File: src/rtl/branch_ctrl_seq.sv
// Fetch / conditional-branch control sequencer: one T-state per clock, drives datapath control ports.
// Optional MEM_WAIT_EN: T1 stalls on mem_rdy; undefined, T1 is a single cycle.
module branch_ctrl_seq #(
   parameter logic [4:0] OPC_BR   = 5'b10010,
   parameter logic [5:0] ALU_ADD  = 6'd0,
   parameter logic [5:0] ALU_IDLE = 6'd13,
   parameter int         CNT_W    = 16
) (
   input  logic             clock,
   input  logic             clr_n,
   input  logic             run,
   input  logic [31:0]      ir,
   input  logic             con_ff,
   input  logic             mem_rdy,
   output logic [31:0]      enc_input,
   output logic [31:0]      reg_enable,
   output logic             incPC,
   output logic             read,
   output logic             write,
   output logic [3:0]       Gra,
   output logic [3:0]       Grb,
   output logic [3:0]       Grc,
   output logic             Rin,
   output logic             Rout,
   output logic             BAout,
   output logic             conIn,
   output logic [5:0]       ALU_Sel,
   output logic             busy,
   output logic             br_taken,
   output logic             illegal,
   output logic [CNT_W-1:0] instr_cnt
);

   typedef enum logic [2:0] {
      S_IDLE, S_T0, S_T1, S_T2, S_T3, S_T4, S_T5, S_T6
   } state_e;

   state_e             state_q, state_d;
   logic [CNT_W-1:0]   cnt_q, cnt_d;
   logic               ill_q, ill_d;

   // Bus-source / register-enable bit positions within the datapath encoders.
   localparam int B_ZLO = 19;
   localparam int B_PC  = 20;
   localparam int B_IR  = 21;
   localparam int B_MDR = 22;
   localparam int B_MAR = 23;
   localparam int B_Y   = 24;
   localparam int B_C   = 25;

`ifdef MEM_WAIT_EN
   logic unused_ir_bits;
   assign unused_ir_bits = ^ir[22:0];
`else
   logic unused_in_bits;
   assign unused_in_bits = ^{ir[22:0], mem_rdy};
`endif

   // NOTE: sequential state uses non-blocking assignments so every register samples pre-edge values.
   always_ff @(posedge clock or negedge clr_n) begin
      if (!clr_n) begin
         state_q <= S_IDLE;
         cnt_q   <= '0;
         ill_q   <= 1'b0;
      end else begin
         state_q <= state_d;
         cnt_q   <= cnt_d;
         ill_q   <= ill_d;
      end
   end

   // NOTE: every variable gets a default before the case so no path infers a latch.
   always_comb begin
      state_d = state_q;
      cnt_d   = cnt_q;
      ill_d   = 1'b0;
      unique case (state_q)
         S_IDLE: if (run) state_d = S_T0;
         S_T0:   state_d = S_T1;
`ifdef MEM_WAIT_EN
         S_T1:   if (mem_rdy) state_d = S_T2;
`else
         S_T1:   state_d = S_T2;
`endif
         S_T2: begin
            if (ir[31:27] == OPC_BR) begin
               state_d = S_T3;
            end else begin
               state_d = S_IDLE;
               ill_d   = 1'b1;
            end
         end
         S_T3:   state_d = S_T4;
         S_T4:   state_d = S_T5;
         S_T5:   state_d = S_T6;
         S_T6: begin
            cnt_d   = cnt_q + {{(CNT_W-1){1'b0}}, 1'b1};
            state_d = run ? S_T0 : S_IDLE;
         end
         default: state_d = S_IDLE;
      endcase
   end

   always_comb begin
      enc_input  = '0;
      reg_enable = '0;
      incPC      = 1'b0;
      read       = 1'b0;
      write      = 1'b0;
      Gra        = '0;
      Grb        = '0;
      Grc        = '0;
      Rin        = 1'b0;
      Rout       = 1'b0;
      BAout      = 1'b0;
      conIn      = 1'b0;
      ALU_Sel    = ALU_IDLE;
      br_taken   = 1'b0;
      unique case (state_q)
         S_T0: begin
            enc_input[B_PC]   = 1'b1;
            reg_enable[B_MAR] = 1'b1;
            incPC             = 1'b1;
         end
         S_T1: begin
            read              = 1'b1;
            reg_enable[B_MDR] = 1'b1;
         end
         S_T2: begin
            enc_input[B_MDR]  = 1'b1;
            reg_enable[B_IR]  = 1'b1;
         end
         S_T3: begin
            Gra   = ir[26:23];
            Rout  = 1'b1;
            conIn = 1'b1;
         end
         S_T4: begin
            enc_input[B_PC]   = 1'b1;
            reg_enable[B_Y]   = 1'b1;
         end
         S_T5: begin
            enc_input[B_C]    = 1'b1;
            reg_enable[B_ZLO] = 1'b1;
            ALU_Sel           = ALU_ADD;
         end
         // Only T6 looks at con_ff: the branch target is loaded into PC only when taken.
         S_T6: begin
            if (con_ff) begin
               enc_input[B_ZLO] = 1'b1;
               reg_enable[B_PC] = 1'b1;
               br_taken         = 1'b1;
            end
         end
         default: ;
      endcase
   end

   assign busy      = (state_q != S_IDLE);
   assign illegal   = ill_q;
   assign instr_cnt = cnt_q;

endmodule

File: config.mk
export PLATFORM = sky130hd
export DESIGN_NAME = branch_ctrl_seq
export DESIGN_NICKNAME = d
export VERILOG_FILES = /design/src/rtl/branch_ctrl_seq.sv
export SDC_FILE = /design/constraint.sdc
export NUM_CORES = 1
export LEC_CHECK = 0
export CAP_MARGIN = 40
export CORE_ASPECT_RATIO = 0.5
export CORE_MARGIN = 2
export CORE_UTILIZATION = 29
export CTS_BUF_LIST = sky130_fd_sc_hd__clkbuf_8
export CTS_CLUSTER_SIZE = 30
export DETAILED_ROUTE_END_ITERATION = 8
export GPL_ROUTABILITY_DRIVEN = 0
export HOLD_SLACK_MARGIN = 0.1
export PLACE_DENSITY = 0.8
export SLEW_MARGIN = 5
export SYNTH_ARGS = -nofsm -noshare
export SYNTH_HDL_FRONTEND = slang
export SYNTH_SLANG_ARGS = --single-unit
File: constraint.sdc
create_clock -name clock -period 1.26 [get_ports clock]
set_input_delay 0.252 -clock clock [delete_from_list [all_inputs] [get_ports clock]]
set_output_delay 0.252 -clock clock [all_outputs]
set_load 0.02 [all_outputs]
[After elaboration in Yosys (flattened, before gate mapping)]
Cells that the tools add are included.
Cells by class
  add/subtract/negate cells: 1
  equal/unequal tests: 9
  muxes and demuxes: 17
  reductions and logical operators: 3
Operator list (number)
  $pmux 3 s8: 1
  $add 16x1->16 const B: 1
  $eq 3x3->1 const B: 4
  $mux 1: 12
  $mux 4: 2
  $eq 3x2->1 const B: 2
  $mux 3: 2
  $eq 5x5->1 const B: 1
  $eq 3x1->1 const B: 1
  $logic_not 3->1: 1
  $reduce_bool 3->1: 1
  $ne 2x2->1 const B: 1
  $reduce_or 2->1: 1
Storage, ports and cells
  flip-flop bits (word level): 20
  input port bits: 37
  output and inout bits: 108
  logic and storage cells: 33

[Logic depth before layout (Yosys ltp)]
Gate-level depths: netlist of the first run.
  word-level depth: 3
  depth in mapped cells: 5
  depth with buffers taken out: 5

[Worst setup path before layout of the first run]
OpenSTA, ideal clock, no wires.
  kind: register to output
  from: register state_q[0]
  to: output port reg_enable[23]
  arrival: 1.707 ns
  required time: 1.008 ns
  path slack: -0.699 ns
  stages on the path, launching flop included: 5
  path buffers: 2
  cells stage by stage: dfrtp_1 -> clkbuf_1 -> nor2b_1 -> nor2b_1 -> buf_4
Between the ends
  cells in the longest elaborated chain, start to end: 2
Ends and longest elaborated chain
  from (decl): line 38  | state_e state_q, state_d;
  from (signal assigned): line 66  | state_q <= state_d;
  $eq 3x1->1
  $mux 1
  to (decl): line 16  | output logic [31:0] reg_enable,
No other way between the ends.

[Worst setup path after layout of the first run]
  from: register state_q[0]
  to: output port busy
Between the ends
  cells in the longest elaborated chain, start to end: 1
Ends and longest elaborated chain
  $reduce_bool 3->1: line 159  | assign busy = (state_q != S_IDLE);
  to (decl): line 28  | output logic busy,
No other way between the ends.

==> impl_metrics.env, run 1 <==
export IMPL_status="finished, violations left"
export IMPL_failed_checks="setup timing"
export IMPL_final_hold_violation_count=0
export IMPL_multi_input_area_um2=857
export IMPL_viasPerCell=3.71
export IMPL_grt_max_degree=21
export IMPL_layout_nets=291
export IMPL_yosysMostFrequentCell="buf_4"
export IMPL_drt_wl_total_mm=3.75
export IMPL_fmax_mhz=599
export IMPL_synth_ff_latch_count=20
export IMPL_ys_warn_count=0
export IMPL_yosys_top_cells_count="buf_4, dfrtp_1, nand2_1"
export IMPL_cts_made_buffers=3
export IMPL_drtIter0Drc=50
export IMPL_synth_top_area_share_pct=37.4
export IMPL_numPortBuffers=52
export IMPL_drc=0
export IMPL_endpoint_kind="output port"
export IMPL_grt_pass1_vias=1105
export IMPL_cts_root_buffer="clkbuf_8"
export IMPL_fin_tns_setup_ns=-11.04
export IMPL_die_h_um=56.0
export IMPL_rr_startpoint="state_q[0]"
export IMPL_synth_area_leader_cell="buf_4"
export IMPL_worstRegToRegCells=7
export IMPL_yosysSeqAreaShare_pct=31.9
export IMPL_power_frac_comb_pct=57.6
export IMPL_rsz0062_at_grt="yes"
export IMPL_placed_area_mm2=0.00209
export IMPL_die_area_mm2=0.00605
export IMPL_cts_htree_levels=1
export IMPL_cts_clk_slew_worst_paths_ns=0.07
export IMPL_peakVddDrop_mv=0.600
export IMPL_drive_above_1_share_pct=42.1
export IMPL_switching_share_pct=41.4
export IMPL_ff_latch_area_um2=512
export IMPL_whs_ns=0.331
export IMPL_hold_path_class="in2async"
export IMPL_synth_edff_count=0
export IMPL_critPathKind="reg2out"
export IMPL_power_static_leakage_nw=1.23
export IMPL_areaGrowthSynthToFinish_pct=50.7
export IMPL_setup_viol=36
export IMPL_met1_usage_pct=11.7
export IMPL_seqPwrFrac_pct=27.6
export IMPL_critPathArrivalTime_ns=1.42
export IMPL_ant_nets=0
export IMPL_startpoint_type="flip-flop"
export IMPL_pwr_share_clk_pct=14.8
export IMPL_gr_total_overflow=0
export IMPL_worstPathMaxFanout=6
export IMPL_p_sw_w=0.00136
export IMPL_reg2reg_slack_ns=-0.38
export IMPL_ys_top_cells_by_area="buf_4, dfrtp_1, xnor2_1"
export IMPL_syn_area_mm2=0.00157
export IMPL_antenna_found_initial=0
export IMPL_fin_area_mm2=0.00236
export IMPL_final_util_pct=46.6
export IMPL_grtUsageTotal_pct=11.2
export IMPL_p_per_area_mw_per_mm2=1390
export IMPL_busiest_layer="met2"
export IMPL_core_mm2=0.00507
export IMPL_yosysUniqueCellTypes=28
export IMPL_post_route_period_util_pct=132
export IMPL_dp_hpwl_mm=2.54
export IMPL_reg2reg_to="instr_cnt[9]"
export IMPL_required_ns=1.01
export IMPL_wire_per_inst_um=11.6
export IMPL_detailedPlace_worstSlack_ns=-0.543
export IMPL_clockBufferDepth=2
export IMPL_clkLatencyLatePin_ns=0.26
export IMPL_power_internal_w=0.00192
export IMPL_grt_use_met3_pct=2.34
export IMPL_ys_flop_type="dfrtp_1"
export IMPL_finalCriticalPeriod_ns=1.67
export IMPL_die_x_um=108
export IMPL_ioPinCount=145
export IMPL_vias=1196
export IMPL_fillers=446
export IMPL_finalClockSkew_ns=0.00292
export IMPL_grt_first_pass_wirelength_mm=5.31
export IMPL_grt_met2_usage_pct=21.8
export IMPL_cts_tree="yes"
export IMPL_synth_async_reset_ratio_pct=100
export IMPL_cap_violations=0
export IMPL_setup_ws_ns=-0.408
export IMPL_start_util_pct=30.9
export IMPL_row_count=18
export IMPL_drtPass1Iterations=4
export IMPL_cts_sinks=20
export IMPL_antenna_cells=0
export IMPL_avgSynthCellArea_um2=9.11
export IMPL_slew_violations=0
export IMPL_synthCells=172
==> per-layer routing <==
| layer | part of all wire (%) | vias to the layer above |
|---|---|---|
| met5 | 0 | - |
| met1 | 36 | 586 |
| li1 | - | 558 |
| met3 | 5.4 | 4 |
| met4 | 1.5 | 0 |
| met2 | 57 | 48 |
==> power groups by stage <==
stage / registers, W / logic [W] / clock network (W)
after global placement: 0.000896 / 0.00154 / 0
final: 0.000907 / 0.00189 / 0.000485
after floorplan: 0.000944 / 0.00113 / 0
after CTS: 0.000905 / 0.00169 / 0.000503
after detailed placement: 0.000909 / 0.00156 / 0
after global routing: 0.000921 / 0.00198 / 0.000536
==> cells by family (layout without fill, tap and decap cells) <==
group / Yosys count / count (layout) / synth area share [%]
other: 1 / 68 / 0.239
xor gates and xnor gates: 16 / 16 / 8.94
buffers and inverters: 82 / 95 / 38.3
muxes: 1 / 1 / 0.718
and+or+nand+nor: 49 / 49 / 18.3
adders and majority gates: 1 / 1 / 0.798
AOI/OAI and AO/OA: 2 / 2 / 0.798
DFF: 20 / 20 / 31.9
==> flip-flops by register name, summed over array words and instances (netlist names) <==
signal	flops
state_q	3
instr_cnt	16
illegal	1
==> repair_timing <==
item                                    in CTS  in global routing
pin swaps                                   14                 10
buffers inserted                             8                  6
hold buffers                                 0                  0
hold endpoints to repair                     0                  0
gates resized for setup                    157                 28
endpoints found under the setup margin      54                 47
==> critical path: stages, from the launching register on <==
cell	delay, ns
dfrtp_2	0.46
buf_4	0.16
or3_4	0.39
buf_6	0.14
==> stage by stage <==
step / total power (W) / cells
after floorplan: 0.00207 / 239
after global placement: 0.00243 / 304
after detailed placement: 0.00247 / 304
after CTS: 0.00310 / 316
after global routing: 0.00344 / 322
final: 0.00328 / 322
==> worst max path at each step <==
stage	startpoint	end	cells after the start
after floorplan	state_q[0]	reg_enable[19]	4
after global placement	state_q[0]	Gra[0]	3
after detailed placement	state_q[0]	Gra[1]	3
after CTS	state_q[0]	Gra[2]	4
after global routing	state_q[0]	instr_cnt[9]	7
final	state_q[0]	busy	3
==> layout by cell type (no fill, tap or decap), drive strengths merged, types with 3 or more instances in the layout <==
master	netlist	layout
clkdlybuf4s15	0	11
nor3	3	3
conb	1	68
buf	78	58
dlygate4sd2	0	5
dfrtp	20	20
nor2	8	8
xor2	7	7
xnor2	9	9
and2	6	6
nand4	5	5
clkbuf	2	7
nand2	13	13
clkdlybuf4s50	0	12
==> cell type report <==
class | count | area share, %
Tap cell | 70 | 3.71
Multi-Input combinational cell | 137 | 36.3
Inverter | 2 | 0.318
Sequential cell | 20 | 21.7
Timing Repair Buffer | 89 | 35.7
Clock buffer | 4 | 2.33
No activity file was read; power rests on OpenSTA's default activity.
==> run 2: changes to the inputs <==
SLEW_MARGIN = 10   (was 5)
==> results of run 2 <==
Final layout, timing and power as in run 1 (identical DEF).
==> run 3: changes to the inputs <==
CTS_BUF_LIST = sky130_fd_sc_hd__clkbuf_2   (was sky130_fd_sc_hd__clkbuf_8)
==> run 3 against run 2 <==
Sequential power up 1%. Clock power down 45%. Fmax down 4.1%. Flip-flop and latch count unchanged. Sequential share of layout area down 0.52 points. Final cell count up 5.3%. Largest power group unchanged. Final area up 2.4%. Critical path type unchanged. The flow still finishes with violations (setup timing). Critical endpoint is now Gra[1]. Core utilization up 1.1 points. Routed wire length up 7.8%. Clock skew down 0.0016 ns.
==> impl_metrics.env, run 3 (same netlist as run 1, synthesis figures left out) <==
export IMPL_status="finished, violations left"
export IMPL_failed_checks="setup timing"
export IMPL_grtUsageTotal_pct=10.9
export IMPL_grt_max_degree=21
export IMPL_fin_area_mm2=0.00242
export IMPL_finalClockSkew_ns=0.00133
export IMPL_seqPwrFrac_pct=27.8
export IMPL_setup_ws_ns=-0.480
export IMPL_antenna_found_initial=0
export IMPL_drive_above_1_share_pct=49.8
export IMPL_drtIter0Drc=40
export IMPL_antenna_cells=0
export IMPL_slew_violations=0
export IMPL_die_area_mm2=0.00605
export IMPL_detailedPlace_worstSlack_ns=-0.543
export IMPL_largest_reg_flops=16
export IMPL_wire_per_inst_um=11.9
export IMPL_cts_made_buffers=3
export IMPL_cts_root_buffer="clkbuf_2"
export IMPL_peakVddDrop_mv=0.601
export IMPL_clkLatencyLatePin_ns=0.31
export IMPL_fmax_mhz=575
export IMPL_switching_share_pct=43.1
export IMPL_startpoint_type="flip-flop"
export IMPL_hold_path_class="in2async"
export IMPL_p_sw_w=0.00143
export IMPL_p_per_area_mw_per_mm2=1370
export IMPL_power_frac_comb_pct=64.2
export IMPL_start_util_pct=30.9
export IMPL_dp_hpwl_mm=2.54
export IMPL_fillers=455
export IMPL_die_h_um=56.0
export IMPL_cts_htree_levels=1
export IMPL_cts_sinks=20
export IMPL_final_util_pct=47.8
export IMPL_critPathArrivalTime_ns=1.49
export IMPL_critPathKind="reg2out"
export IMPL_endpoint_kind="output port"
export IMPL_rsz0062_at_grt="yes"
export IMPL_drtPass1Iterations=4
export IMPL_clockBufferDepth=2
export IMPL_core_mm2=0.00507
export IMPL_ant_nets=0
export IMPL_die_x_um=108
export IMPL_final_hold_violation_count=0
export IMPL_finalCriticalPeriod_ns=1.74
export IMPL_cap_violations=0
export IMPL_layout_commonest_cell="conb_1"
export IMPL_numPortBuffers=52
export IMPL_vias=1261
export IMPL_ioPinCount=145
export IMPL_power_internal_w=0.00188
export IMPL_placed_area_mm2=0.00209
export IMPL_pwr_share_clk_pct=8.0
export IMPL_grt_first_pass_wirelength_mm=5.25
export IMPL_layout_nets=308
export IMPL_viasPerCell=3.72
export IMPL_drt_wl_total_mm=4.04
export IMPL_holdBufCountCts=0
export IMPL_worstPathMaxFanout=4
export IMPL_cts_clk_slew_worst_paths_ns=0.18
export IMPL_gr_total_overflow=0
export IMPL_row_count=18
export IMPL_grt_pass1_vias=1130
export IMPL_required_ns=1.01
export IMPL_power_static_leakage_nw=1.34
export IMPL_areaGrowthSynthToFinish_pct=54.3
export IMPL_fin_tns_setup_ns=-12.45
export IMPL_setup_viol=37
export IMPL_layout_common_cells="conb_1, buf_4, buf_6"
export IMPL_cts_tree="yes"
export IMPL_drc=0
export IMPL_post_route_period_util_pct=138
==> run 3: metal layers <==
| metal | vias up | GRT usage, % | wire, µm |
|---|---|---|---|
| met4 | 0 | 4.40 | 74 |
| met3 | 8 | 2.34 | 228 |
| met1 | 601 | 11.3 | 1470 |
| met2 | 59 | 21.3 | 2270 |
| li1 | 593 | - | - |
| met5 | - | 0 | 0 |
==> run 3: path summary, 6_finish.rpt <==
path,startpoint,slack (ns),end,cells past startpoint
setup / recovery,state_q[2],-0.48,Gra[1],4
hold / removal,clr_n,0.24,illegal,2
setup reg to reg,state_q[2],-0.35,instr_cnt[14],5
hold reg to reg,instr_cnt[10],0.56,instr_cnt[10],2
max in group asynchronous,clr_n,0.79,state_q[0],2
min in group clock,ir[31],0.52,illegal,2
==> run 3: layout make-up <==
| class | count | area [µm²] | share of cell area, % |
|---|---|---|---|
| multi-input cells | 137 | 865 | 35.7 |
| clock buffers | 3 | 15.0 | 0.620 |
| clock inverters | 1 | 3.75 | 0.155 |
| inverters | 2 | 7.51 | 0.310 |
| repair buffers | 106 | 930 | 38.4 |
| flip-flops and latches | 20 | 512 | 21.1 |
| well taps | 70 | 87.6 | 3.62 |
==> run 3: critical path, cell delays in order (launching register included) <==
cell     delay, ns
dfrtp_1       0.50
nor3b_4       0.28
buf_4         0.15
and2_4        0.13
buf_6         0.11
==> run 3: timing repair <==
action                                  in CTS  in global routing
resized for setup                          214                 28
setup buffers                               16                 16
endpoints found under the setup margin      54                 48
pin swaps                                   19                 11
endpoints found under the hold margin        0                  0
==> run 3: power by group through the flow <==
stage / Clock, W / Sequential [W] / Combinational, W
floorplan: 0 / 0.000944 / 0.00113
global placement: 0 / 0.000896 / 0.00154
detailed placement: 0 / 0.000909 / 0.00156
CTS: 0.000275 / 0.000895 / 0.00181
global route: 0.000312 / 0.000929 / 0.00222
finish: 0.000265 / 0.000918 / 0.00212
==> run 3: metrics by stage <==
stage                     hold WS [ns]  instances  power (W)
after floorplan                -0.0436        239    0.00207
after global routing             0.214        339    0.00346
final                            0.240        339    0.00331
after CTS                        0.236        324    0.00298
after global placement           0.475        304    0.00243
after detailed placement         0.479        304    0.00247
